[src/rtl/dcm_prog_ctrl_if.sv]
// Request/acknowledge and program-code bundle between the requesters and dcm_prog_ctrl.
interface dcm_prog_ctrl_if;
  localparam int unsigned PROG_W = 3;

  logic              req_a;
  logic [PROG_W-1:0] prog_a;
  logic              req_b;
  logic [PROG_W-1:0] prog_b;
  logic              sweep_en;
  logic              ack_a;
  logic              ack_b;
  logic              update;
  logic [PROG_W-1:0] prog_out;
  logic [PROG_W-1:0] prog_cur;
  logic              busy;

  modport master (
    output req_a, prog_a, req_b, prog_b, sweep_en,
    input  ack_a, ack_b, update, prog_out, prog_cur, busy
  );

  modport slave (
    input  req_a, prog_a, req_b, prog_b, sweep_en,
    output ack_a, ack_b, update, prog_out, prog_cur, busy
  );
endinterface

[src/rtl/dcm_prog_ctrl.sv]
// Clock-manager programming controller: round-robin A/B arbitration, update strobe, settle wait, ack.
// Optional auto-sweep source compiled in with `define DCM_PROG_CTRL_SWEEP_EN.
module dcm_prog_ctrl #(
  parameter int unsigned SETTLE_CYCLES = 16,
  parameter int unsigned SWEEP_DWELL   = 100000000
) (
  input logic            clock,
  input logic            reset,
  dcm_prog_ctrl_if.slave bus
);
  localparam int unsigned PW  = 3;
  localparam int unsigned SCW = (SETTLE_CYCLES > 1) ? $clog2(SETTLE_CYCLES) : 1;

  typedef enum logic [1:0] {IDLE, ISSUE, SETTLE, ACK} state_t;
  typedef enum logic [1:0] {W_A, W_B, W_SWEEP} win_t;

  state_t          state_q, state_d;
  win_t            win_q, win_d;
  logic            rr_q, rr_d;
  logic            grant_c;
  logic [SCW-1:0]  settle_q;
  logic [PW-1:0]   code_d;
  logic [PW-1:0]   prog_out_q;
  logic [PW-1:0]   prog_cur_q, prog_cur_d;
  logic            update_q, update_d;
  logic            busy_q, busy_d;
  logic            ack_a_q, ack_a_d;
  logic            ack_b_q, ack_b_d;
  logic            sweep_req_c;

`ifdef DCM_PROG_CTRL_SWEEP_EN
  localparam logic [31:0] DWELL_LAST = 32'(SWEEP_DWELL - 1);
  logic [31:0] dwell_q;

  assign sweep_req_c = bus.sweep_en && (dwell_q == DWELL_LAST);

  // Dwell only advances while idle with nothing external waiting; any rate change restarts it.
  always_ff @(posedge clock) begin
    if (!reset) begin
      dwell_q <= '0;
    end else if (!bus.sweep_en || state_q == ISSUE || dwell_q == DWELL_LAST) begin
      dwell_q <= '0;
    end else if (state_q == IDLE && !bus.req_a && !bus.req_b) begin
      dwell_q <= dwell_q + 32'd1;
    end
  end
`else
  logic        sweep_en_unused;
  logic [31:0] sweep_dwell_unused;
  assign sweep_en_unused    = bus.sweep_en;
  assign sweep_dwell_unused = 32'(SWEEP_DWELL);
  assign sweep_req_c        = 1'b0;
`endif

  // State and registered outputs.
  always_ff @(posedge clock) begin
    if (!reset) begin
      state_q    <= IDLE;
      win_q      <= W_A;
      rr_q       <= 1'b0;
      settle_q   <= '0;
      prog_out_q <= '0;
      prog_cur_q <= '0;
      update_q   <= 1'b0;
      busy_q     <= 1'b0;
      ack_a_q    <= 1'b0;
      ack_b_q    <= 1'b0;
    end else begin
      state_q    <= state_d;
      win_q      <= win_d;
      rr_q       <= rr_d;
      settle_q   <= (state_q == SETTLE) ? settle_q + SCW'(1) : '0;
      prog_out_q <= code_d;
      prog_cur_q <= prog_cur_d;
      update_q   <= update_d;
      busy_q     <= busy_d;
      ack_a_q    <= ack_a_d;
      ack_b_q    <= ack_b_d;
    end
  end

  // Arbitration and next state; the RR pointer only moves when A and B contend.
  always_comb begin
    state_d = state_q;
    win_d   = win_q;
    rr_d    = rr_q;
    grant_c = 1'b0;
    code_d  = prog_out_q;
    if (state_q == IDLE) begin
      if (bus.req_a && bus.req_b) begin
        grant_c = 1'b1;
        win_d   = rr_q ? W_B : W_A;
        rr_d    = ~rr_q;
      end else if (bus.req_a) begin
        grant_c = 1'b1;
        win_d   = W_A;
      end else if (bus.req_b) begin
        grant_c = 1'b1;
        win_d   = W_B;
      end else if (sweep_req_c) begin
        grant_c = 1'b1;
        win_d   = W_SWEEP;
      end
      if (grant_c) begin
        case (win_d)
          W_A:     code_d = bus.prog_a;
          W_B:     code_d = bus.prog_b;
          default: code_d = prog_cur_q + PW'(1);
        endcase
      end
    end
    unique case (state_q)
      IDLE:   if (grant_c) state_d = (code_d == prog_cur_q) ? ACK : ISSUE;
      ISSUE:  state_d = SETTLE;
      SETTLE: if (settle_q == SCW'(SETTLE_CYCLES - 1)) state_d = ACK;
      ACK:    state_d = IDLE;
    endcase
  end

  // Output values registered alongside the state they belong to.
  always_comb begin
    update_d   = (state_d == ISSUE);
    busy_d     = (state_d != IDLE);
    ack_a_d    = (state_d == ACK) && (win_d == W_A);
    ack_b_d    = (state_d == ACK) && (win_d == W_B);
    prog_cur_d = (state_d == ISSUE) ? code_d : prog_cur_q;
  end

  assign bus.update   = update_q;
  assign bus.prog_out = prog_out_q;
  assign bus.prog_cur = prog_cur_q;
  assign bus.busy     = busy_q;
  assign bus.ack_a    = ack_a_q;
  assign bus.ack_b    = ack_b_q;
endmodule

[src/flat_wrapper.sv]
// flat-port wrapper written by rule: the top's interface ports become plain ports
module dcm_prog_ctrl_flat 
#(
  parameter int unsigned SETTLE_CYCLES = 16,
  parameter int unsigned SWEEP_DWELL   = 100000000
)
  (clock, reset, bus_req_a, bus_prog_a, bus_req_b, bus_prog_b, bus_sweep_en, bus_ack_a, bus_ack_b, bus_update, bus_prog_out, bus_prog_cur, bus_busy);
  dcm_prog_ctrl_if bus_i ();
  input logic clock;
  input logic reset;
  input wire logic [$bits(bus_i.req_a)-1:0] bus_req_a;
  input wire logic [$bits(bus_i.prog_a)-1:0] bus_prog_a;
  input wire logic [$bits(bus_i.req_b)-1:0] bus_req_b;
  input wire logic [$bits(bus_i.prog_b)-1:0] bus_prog_b;
  input wire logic [$bits(bus_i.sweep_en)-1:0] bus_sweep_en;
  output wire logic [$bits(bus_i.ack_a)-1:0] bus_ack_a;
  output wire logic [$bits(bus_i.ack_b)-1:0] bus_ack_b;
  output wire logic [$bits(bus_i.update)-1:0] bus_update;
  output wire logic [$bits(bus_i.prog_out)-1:0] bus_prog_out;
  output wire logic [$bits(bus_i.prog_cur)-1:0] bus_prog_cur;
  output wire logic [$bits(bus_i.busy)-1:0] bus_busy;
  assign bus_i.req_a = bus_req_a;
  assign bus_i.prog_a = bus_prog_a;
  assign bus_i.req_b = bus_req_b;
  assign bus_i.prog_b = bus_prog_b;
  assign bus_i.sweep_en = bus_sweep_en;
  assign bus_ack_a = bus_i.ack_a;
  assign bus_ack_b = bus_i.ack_b;
  assign bus_update = bus_i.update;
  assign bus_prog_out = bus_i.prog_out;
  assign bus_prog_cur = bus_i.prog_cur;
  assign bus_busy = bus_i.busy;
  dcm_prog_ctrl #(.SETTLE_CYCLES(SETTLE_CYCLES), .SWEEP_DWELL(SWEEP_DWELL)) u_core (.clock(clock), .reset(reset), .bus(bus_i));
endmodule
[config.mk]
export PLATFORM = sky130hd
export DESIGN_NAME = dcm_prog_ctrl_flat
export DESIGN_NICKNAME = d
export VERILOG_FILES = /design/src/rtl/dcm_prog_ctrl_if.sv /design/src/rtl/dcm_prog_ctrl.sv /design/src/flat_wrapper.sv
export SDC_FILE = /design/constraint.sdc
export NUM_CORES = 1
export LEC_CHECK = 0
export BUFFER_PORTS_ARGS = -buffer_cell sky130_fd_sc_hd__buf_2
export CORE_UTILIZATION = 46
export DETAILED_ROUTE_END_ITERATION = 10
export PLACE_DENSITY = 0.79
export SLEW_MARGIN = 20
export SYNTH_ARGS = -nofsm -noshare
export SYNTH_HDL_FRONTEND = slang
export SYNTH_SLANG_ARGS = --single-unit
export TNS_END_PERCENT = 50
[constraint.sdc]
create_clock -name clock -period 1.9 [get_ports clock]
set_input_delay 0.095 -clock clock [delete_from_list [all_inputs] [get_ports clock]]
set_output_delay 0.095 -clock clock [all_outputs]
set_load 0.05 [all_outputs]
# Yosys cells after proc, flatten, opt, wreduce, memory -nomap -nowiden

Cells that the tools add are included.

Bits of input ports: 11
Register bits after elaboration: 19
Word-level logic and storage cells: 49

Bitwise logic cells: 1
Reduce and logical (&&, ||, !) cells: 9
Equal/unequal tests: 9
$add $sub $neg: 2
Mux-type cells: 18

Operators by type and width:

| cell                | count |
|---|---|
| $mux 2              | 8 |
| $eq 2x1->1 const B  | 4 |
| $pmux 2 s4          | 1 |
| $eq 2x2->1 const B  | 3 |
| $logic_not 2->1     | 3 |
| $mux 1              | 6 |
| $mux 3              | 2 |
| $pmux 3 s2          | 1 |
| $add 4x1->4 const B | 1 |
| $eq 4x4->1 const B  | 1 |
| $reduce_and 2->1    | 2 |
| $add 3x1->3 const B | 1 |
| $eq 3x3->1          | 1 |
| $logic_and 1x1->1   | 3 |
| $reduce_bool 2->1   | 1 |
| $not 1->1           | 1 |

# Depth between registers and ports, before layout

Gate-level depths: netlist (run 1).

Word-level depth: 14
Gate-level depth with buffers: 8

# Worst setup path before layout (run 1)

No wires, ideal clock.

Kind: register to register
Start point: register u_core.prog_cur_q[2] (netlist: u_core.bus.prog_cur[2])
End point: register u_core.prog_cur_q[1] (netlist: u_core.bus.prog_cur[1])
Setup slack: -0.165 ns
Period minus slack after synthesis: 2.065 ns
Arrival time: 1.944 ns
Cell stages (with the launch flop): 6
Path through: dfxtp_1 inv_1 or3_1 and4b_4 a211oi_4 mux2_4

Longest elaborated chain between the ends: 9

RTL lines:

| what                     | line                 | source |
|---|---|---|
| start: declaration       | dcm_prog_ctrl.sv:24  | `logic [PW-1:0] prog_cur_q, prog_cur_d;` |
| start signal: assignment | dcm_prog_ctrl.sv:74  | `prog_cur_q <= prog_cur_d;` |
| $add 3x1->3              | dcm_prog_ctrl.sv:108 | `default: code_d = prog_cur_q + PW'(1);` |
| $pmux 3 s2               | dcm_prog_ctrl.sv:105 | `case (win_d)` |
| $mux 3                   | dcm_prog_ctrl.sv:104 | `if (grant_c) begin` |
| $mux 3                   | dcm_prog_ctrl.sv:89  | `if (state_q == IDLE) begin` |
| $eq 3x3->1 (*)           | dcm_prog_ctrl.sv:113 | `IDLE: if (grant_c) state_d = (code_d == prog_cur_q) ? ACK : ISSUE;` |
| $mux 2 (*) (2 in a row)  | dcm_prog_ctrl.sv:113 |  |
| $pmux 2 s4 (*)           | dcm_prog_ctrl.sv:112 | `unique case (state_q)` |
| $eq 2x1->1 (*)           | dcm_prog_ctrl.sv:126 | `prog_cur_d = (state_d == ISSUE) ? code_d : prog_cur_q;` |

Every way passes the cells marked *; elsewhere a longest branch is shown, timed or not.
A chain may end at the register's enable or synchronous reset.

# Worst setup path after layout (run 1)

Start point: register u_core.win_q[0]
End point: register u_core.prog_cur_q[1] (netlist: u_core.bus.prog_cur[1])

Longest elaborated chain between the ends: 13
Elaborated cells on any way between the ends: 14
Those cells by class: eq/ne: 3; mux: 10; reduce/logical: 1

RTL lines:

| what                                          | line                 | source |
|---|---|---|
| start: declaration                            | dcm_prog_ctrl.sv:18  | `win_t win_q, win_d;` |
| start signal: assignment                      | dcm_prog_ctrl.sv:70  | `win_q <= win_d;` |
| $mux 2 (*)                                    | dcm_prog_ctrl.sv:97  | `end else if (bus.req_b) begin` |
| $mux 2 (*)                                    | dcm_prog_ctrl.sv:94  | `end else if (bus.req_a) begin` |
| $mux 2 (*)                                    | dcm_prog_ctrl.sv:90  | `if (bus.req_a && bus.req_b) begin` |
| $mux 2 (*)                                    | dcm_prog_ctrl.sv:89  |  |
| $eq 2x1->1 or $logic_not 2->1 (tied branches) | dcm_prog_ctrl.sv:105 |  |
| $pmux 3 s2 (*)                                | dcm_prog_ctrl.sv:105 |  |
| $mux 3 (*)                                    | dcm_prog_ctrl.sv:104 |  |
| $mux 3 (*)                                    | dcm_prog_ctrl.sv:89  |  |
| $eq 3x3->1                                    | dcm_prog_ctrl.sv:113 |  |
| $mux 2 (2 in a row)                           | dcm_prog_ctrl.sv:113 |  |
| $pmux 2 s4                                    | dcm_prog_ctrl.sv:112 |  |
| $eq 2x1->1                                    | dcm_prog_ctrl.sv:126 |  |

Every way passes the cells marked *; elsewhere a longest branch is shown, timed or not. The select of a mux whose other input is x is not followed.

==> impl_metrics.ini, run 1 <==
[global_routing]
grt_max_degree = 17
grt_use_met2 = 0.378
gr-usage-all-layers = 0.221
antenna_found_initial = 0
grt-ovfl-total = 0
met3_usage = 0.0692
grt_pass1_vias = 776
grt_pass1_wl_um = 3330
gr-max-usage-layer = met2
met1_usage = 0.245

[synthesis]
synthesis.area_sq_um = 941
synth_edf_count = 0
async_flop_share = 0
yosysSeqAreaShare = 0.404
synth_cells = 104
syn_nets = 119
synth-seq-cells = 19
synthFlopType = dfxtp_1
ys_types = 39
ys_warn_count = 0
avgSynthCellArea_sq_um = 9.05

[setup_path]
path_class = reg2reg
cpPeakStageDelay_ns = 0.40
crit_required_ns = 2.10
path_max_fanout = 3
regToRegEndpoint = u_core.bus.prog_cur[1]
r2r_slack_ns = -0.02
cp-end-kind = register
crit_family = compound AO/OA/AOI/OAI gates
cp_slowest_cell = dfxtp_4
crit_buf_inv = 0
r2r_cells = 6
r2r-start = u_core.win_q[0]
worstSetupStartpoint = u_core.win_q[0]
cp_cell_sequence = nor3_4 -> o21ba_4 -> or3_4 -> o211a_4 -> a211oi_4 -> mux2_4
worstPathArrival_ns = 2.12
critPathLaunchType = register

[power_and_ir_drop]
switching_share = 0.472
pwr_density_cell_nw_per_um2 = 1790
clockPowerShare = 0.092
switchingPower_uw = 1050
seqPwrFrac = 0.275
cellInternalPower_uw = 1170
p_leak_uw = 0.000552
peakVddDrop_mv = 1.27
share_comb_of_total_power = 0.634

[cells_and_area]
syn_to_final_growth_pct = 31.8
n_antenna_cell = 0
final_area_sq_um = 1240
nets = 151
drive_above_1_share = 0.400
layout_commonest_cell = buf_2
final_cell_mix = 19 x buf_2, 12 x dfxtp_1, 11 x nand2_1, 8 x inv_1, 8 x buf_4
finish.utilization = 0.681

[routing]
drt_first_pass_iters = 4
viasPerCell = 5.62
routed_wl_um = 2470
final_antenna_net_count = 0
vias = 899
drc = 0
wl_per_cell_um = 15.4
drtIter0Drc = 40

[clock_network]
htree_levels = 1
clkTransAtPathRegs_ns = 0.10
cts_inserted_buffers = 3
cts_buffer_depth = 2
cts_tree = built
clock_latency_ns = 0.30
cts_root_buffer = clkbuf_4
clock-sinks = 19

[sta]
worstMarginPinSlew_ns = 0.340
post-route-min-period_ns = 1.92
setup_ws_ns = -0.0208
setup_violations = 1
clock_skew_ns = 0.00422
fin_tns_setup_ns = -0.0208
rsz0062_at_grt = yes
hold_violations = 0
hold_ws_ns = 0.153
fmax_mhz = 521
post-route-period-util = 1.01
max_slew_margin = 0.772
finalMaxSlewViolations = 0

[flow_run]
drv_cap = 0

[floorplanning]
row_count = 15
die_h_um = 47.2
initial_utilization = 0.517
dieArea_sq_um = 2230
core_area_sq_um = 1820
fp.dieW_um = 47.2
io_pins = 21

[placement]
globalplace.congestion = 0.799
dpl_cell_area_sq_um = 1100
portBuffers = 19
dp_hpwl_um = 1510

[outcome]
status = complete, but fails checks
violations = negative setup slack

[worst_hold_path]
hold_end = u_core.bus.busy
hold-path-cell-count = 2
min_from = reset
hold_class = in2reg
-- flip-flops by register name (all words and copies together) (netlist names), 2 cells and up --
name,cells
u_core.win_q,2
u_core.settle_q,4
u_core.state_q,2
u_core.bus.prog_out,3
u_core.bus.prog_cur,3
-- through the flow --
stage               power, uW  setup slack [ns]  cells
finish                   2220           -0.0208    160
CTS                      2060           0.00150    155
floorplan                1510           0.00390    104
global route             2350           -0.0653    160
global placement         1790            0.0403    151
detailed placement       1820            0.0134    151
-- metal layers --
| layer | vias to the layer above | routed length [um] |
|---|---|---|
| li1 | 427 | - |
| met4 | 0 | 68 |
| met1 | 421 | 910 |
| met2 | 41 | 1360 |
| met5 | - | 0 |
| met3 | 10 | 133 |
-- worst max-delay path by stage --
stage	cells past startpoint	slack, ns	endpoint
global placement	6	0.04	u_core.bus.prog_cur[1]
finish	6	-0.02	u_core.bus.prog_cur[1]
global route	7	-0.07	u_core.bus.prog_cur[2]
detailed placement	7	0.01	u_core.bus.prog_cur[2]
floorplan	6	0.004	u_core.bus.prog_cur[1]
CTS	6	0.001	u_core.bus.prog_cur[1]
-- synthesized netlist by cell type, drive strengths merged, types with 3 or more instances --
master | count | share of area
nand2 | 11 | 0.044
and2 | 5 | 0.033
o21ai | 6 | 0.032
ha | 4 | 0.053
dfxtp | 19 | 0.40
nor2 | 7 | 0.028
o22ai | 3 | 0.020
a21oi | 3 | 0.016
inv | 9 | 0.036
nand3 | 3 | 0.016
-- power groups by stage --
stage	registers, uW	logic, uW	clock network [uW]
2_1_floorplan	863	648	0
3_3_place_gp	591	1200	0
3_5_place_dp	597	1230	0
4_1_cts	593	1260	211
5_1_grt	617	1510	225
6_report	609	1410	203
-- cell type report --
cell class,instances,area (sq um)
fillers,156,581
clock buffers,4,26.3
repair buffers,29,178
inverters,9,33.8
multi-input cells,74,577
flip-flops and latches,19,394
well taps,25,31.3
-- cells by family after synthesis --
kind of cell / Yosys count / synth area share
flops: 19 / 0.404
mux: 3 / 0.0372
buf+inv: 11 / 0.0519
fa+ha+maj: 4 / 0.0532
xor+xnor: 3 / 0.0279
compound gates: 26 / 0.211
simple gates: 38 / 0.214
-- repair_timing --
item	CTS	global route
setup buffers	0	5
resized for setup	3	19
hold buffers	0	0
gates cloned	0	0
endpoints found under the setup margin	3	5
endpoints found under the hold margin	0	0
pin swaps	1	9
No activity file was read; power rests on OpenSTA's default activity.
==> run 2: changes to the inputs <==
ABC_AREA = 1   (was unset)
CORE_UTILIZATION = 47   (was 46)
PLACE_DENSITY = 0.8   (was 0.79)
TNS_END_PERCENT = 30   (was 50)
==> run 2 against run 1 <==
Net effect: flip-flop and latch count unchanged; synthesized cell count increased by 22%; critical path type unchanged; register-to-register slack improved by 0.14 ns; worst setup slack improved by 0.14 ns; critical path depth increased by 7; fmax increased by 7.8%; sequential power decreased by 10%; critical endpoint is now u_core.bus.prog_cur[2]; the run now ends clean; via count decreased by 3.0%; sequential share of layout area about the same.
==> impl_metrics.ini, run 2 <==
[setup_path]
critPathLaunchType = register
cp_slowest_cell = dfxtp_1
crit_required_ns = 2.11
cp-end-kind = register
cp_cell_sequence = inv_2 -> ha_4 -> inv_2 -> nor2_4 -> nand3_2 -> nand2_2 -> nor2_2 -> nor2_2 -> nand3_2 -> nand2_4 -> nand2_2 -> a21oi_2 -> nor2_1
r2r-start = u_core.state_q[0]
worstPathArrival_ns = 1.99
cpPeakStageDelay_ns = 0.33
worstSetupStartpoint = u_core.state_q[0]
path_max_fanout = 7
path_class = reg2reg

[routing]
viasPerCell = 4.79
final_antenna_net_count = 0
drtIter0Drc = 20
wl_per_cell_um = 11.0
drt_first_pass_iters = 4
drc = 0
routed_wl_um = 1990
vias = 872

[synthesis]
synthesis.area_sq_um = 972
yosysMostFrequentCell = inv_1
syn_nets = 142
synth_cells = 127
synth-seq-cells = 19
ys_warn_count = 0
synth_top_area_frac = 0.391
yosys.area.top_type = dfxtp_1
ys_types = 21
yosysSeqAreaShare = 0.391
async_flop_share = 0
synth_commonest_cells = 22 x inv_1, 19 x dfxtp_1, 19 x nand2_1
synth_edf_count = 0
avgSynthCellArea_sq_um = 7.65
synth.area.top_cells = dfxtp_1 39%, inv_1 8.5%, nand2_1 7.3%, nand3_1 5.7%, nor2_1 5.4%
synthFlopType = dfxtp_1

[cells_and_area]
largest_reg_flops = 4
largest-register = u_core.settle_q
syn_to_final_growth_pct = 23.6
drive_above_1_share = 0.361
nets = 171
final_cell_mix = 19 x nand2_1, 19 x buf_2, 18 x inv_1, 18 x dfxtp_1, 14 x nor2_1
n_antenna_cell = 0
nFillCells = 188

[worst_hold_path]
hold_class = in2reg
min_from = reset

[flow_run]
drv_cap = 0

[sta]
post-route-min-period_ns = 1.78
post-route-period-util = 0.937
fmax_mhz = 561
clock_skew_ns = 0.00247
finalMaxSlewViolations = 0
max_slew_margin = 0.755
hold_violations = 0
fin_tns_setup_ns = 0
setup_violations = 0
worstMarginPinSlew_ns = 0.366
setup_ws_ns = 0.119

[clock_network]
htree_levels = 1
cts_inserted_buffers = 3
cts_tree = built
clock-sinks = 19
cts_buffer_depth = 2
clkTransAtPathRegs_ns = 0.10
clock_latency_ns = 0.30
cts_root_buffer = clkbuf_4

[placement]
globalplace.congestion = 0.797
post-place-ws_ns = -0.0253
dp_hpwl_um = 1400
portBuffers = 19

[floorplanning]
core_area_sq_um = 1960
dieArea_sq_um = 2250
initial_utilization = 0.496
die_h_um = 47.5
io_pins = 21
row_count = 16
fp.dieW_um = 47.5

[outcome]
status = complete, no violations

[power_and_ir_drop]
power.total_uw = 1930
p_leak_uw = 0.000601
peakVddDrop_mv = 0.947
pwr_density_cell_nw_per_um2 = 1610

[global_routing]
grt_pass1_vias = 680
gr-usage-all-layers = 0.168
antenna_found_initial = 0
grt-ovfl-total = 0
grt_pass1_wl_um = 2640
grt_max_degree = 11
run 2: routing by layer:
layer / vias up / GRT usage / share of wire
met5: - / 0 / 0
met4: 0 / 0.0686 / 0.016
met3: 5 / 0.0226 / 0.050
met2: 23 / 0.288 / 0.48
met1: 382 / 0.211 / 0.46
li1: 462 / - / -
run 2: logic make-up (layout without fill, tap and decap cells):
group                      count (synthesis)  after routing  share of synthesized area
AOI/OAI and AO/OA                         13             13                     0.0695
DFF                                       19             19                      0.391
adders and majority gates                  4              4                     0.0515
buffers and inverters                     23             50                     0.0888
and+or+nand+nor                           68             69                      0.399
run 2: worst max-delay path: cells and delay by family, from the launching register on:
kind / cells / cell delay, ns
flops: 1 / 0.33
fa+ha+maj: 1 / 0.15
simple gates: 9 / 0.93
compound gates: 1 / 0.14
buf+inv: 2 / 0.15
run 2: timing repair:
| action | CTS | global route |
|---|---|---|
| pin swaps | 1 | 4 |
| endpoints found under the setup margin | 3 | 4 |
| gates cloned | 0 | 1 |
| buffers inserted | 0 | 4 |
| hold buffers | 0 | 0 |
| resized for setup | 1 | 12 |
run 2: final cells by class:
| type | count | area [sq um] | area share |
|---|---|---|---|
| multi-input cells | 86 | 546 | 0.454 |
| clock buffers | 4 | 26.3 | 0.0219 |
| repair buffers | 23 | 125 | 0.104 |
| flip-flops and latches | 19 | 382 | 0.318 |
| inverters | 23 | 88.8 | 0.0740 |
| well taps | 27 | 33.8 | 0.0281 |
run 2: final timing paths:
check	slack [ns]	endpoint	cells after the start
setup / recovery	0.12	u_core.bus.prog_cur[2]	13
hold / removal	0.08	u_core.bus.prog_cur[2]	3
setup reg to reg	0.12	u_core.bus.prog_cur[2]	13
hold reg to reg	0.46	u_core.settle_q[0]	1
run 2: where the power goes:
part	leakage (uW)	switching (uW)	internal, uW
clock network	0.0000150	124	81.9
registers	0.000156	51.6	494
logic	0.000430	790	387
total	0.000601	965	964
run 2: through the flow:
stage	utilization	hold WS [ns]	instance area [sq um]	cells
final	0.612	0.0832	1200	182
after global routing	0.612	0.0991	1200	182
after CTS	0.575	0.0840	1130	177
after detailed placement	0.561	0.407	1100	173
after global placement	0.561	0.407	1100	173
after floorplan	-	0.216	972	127
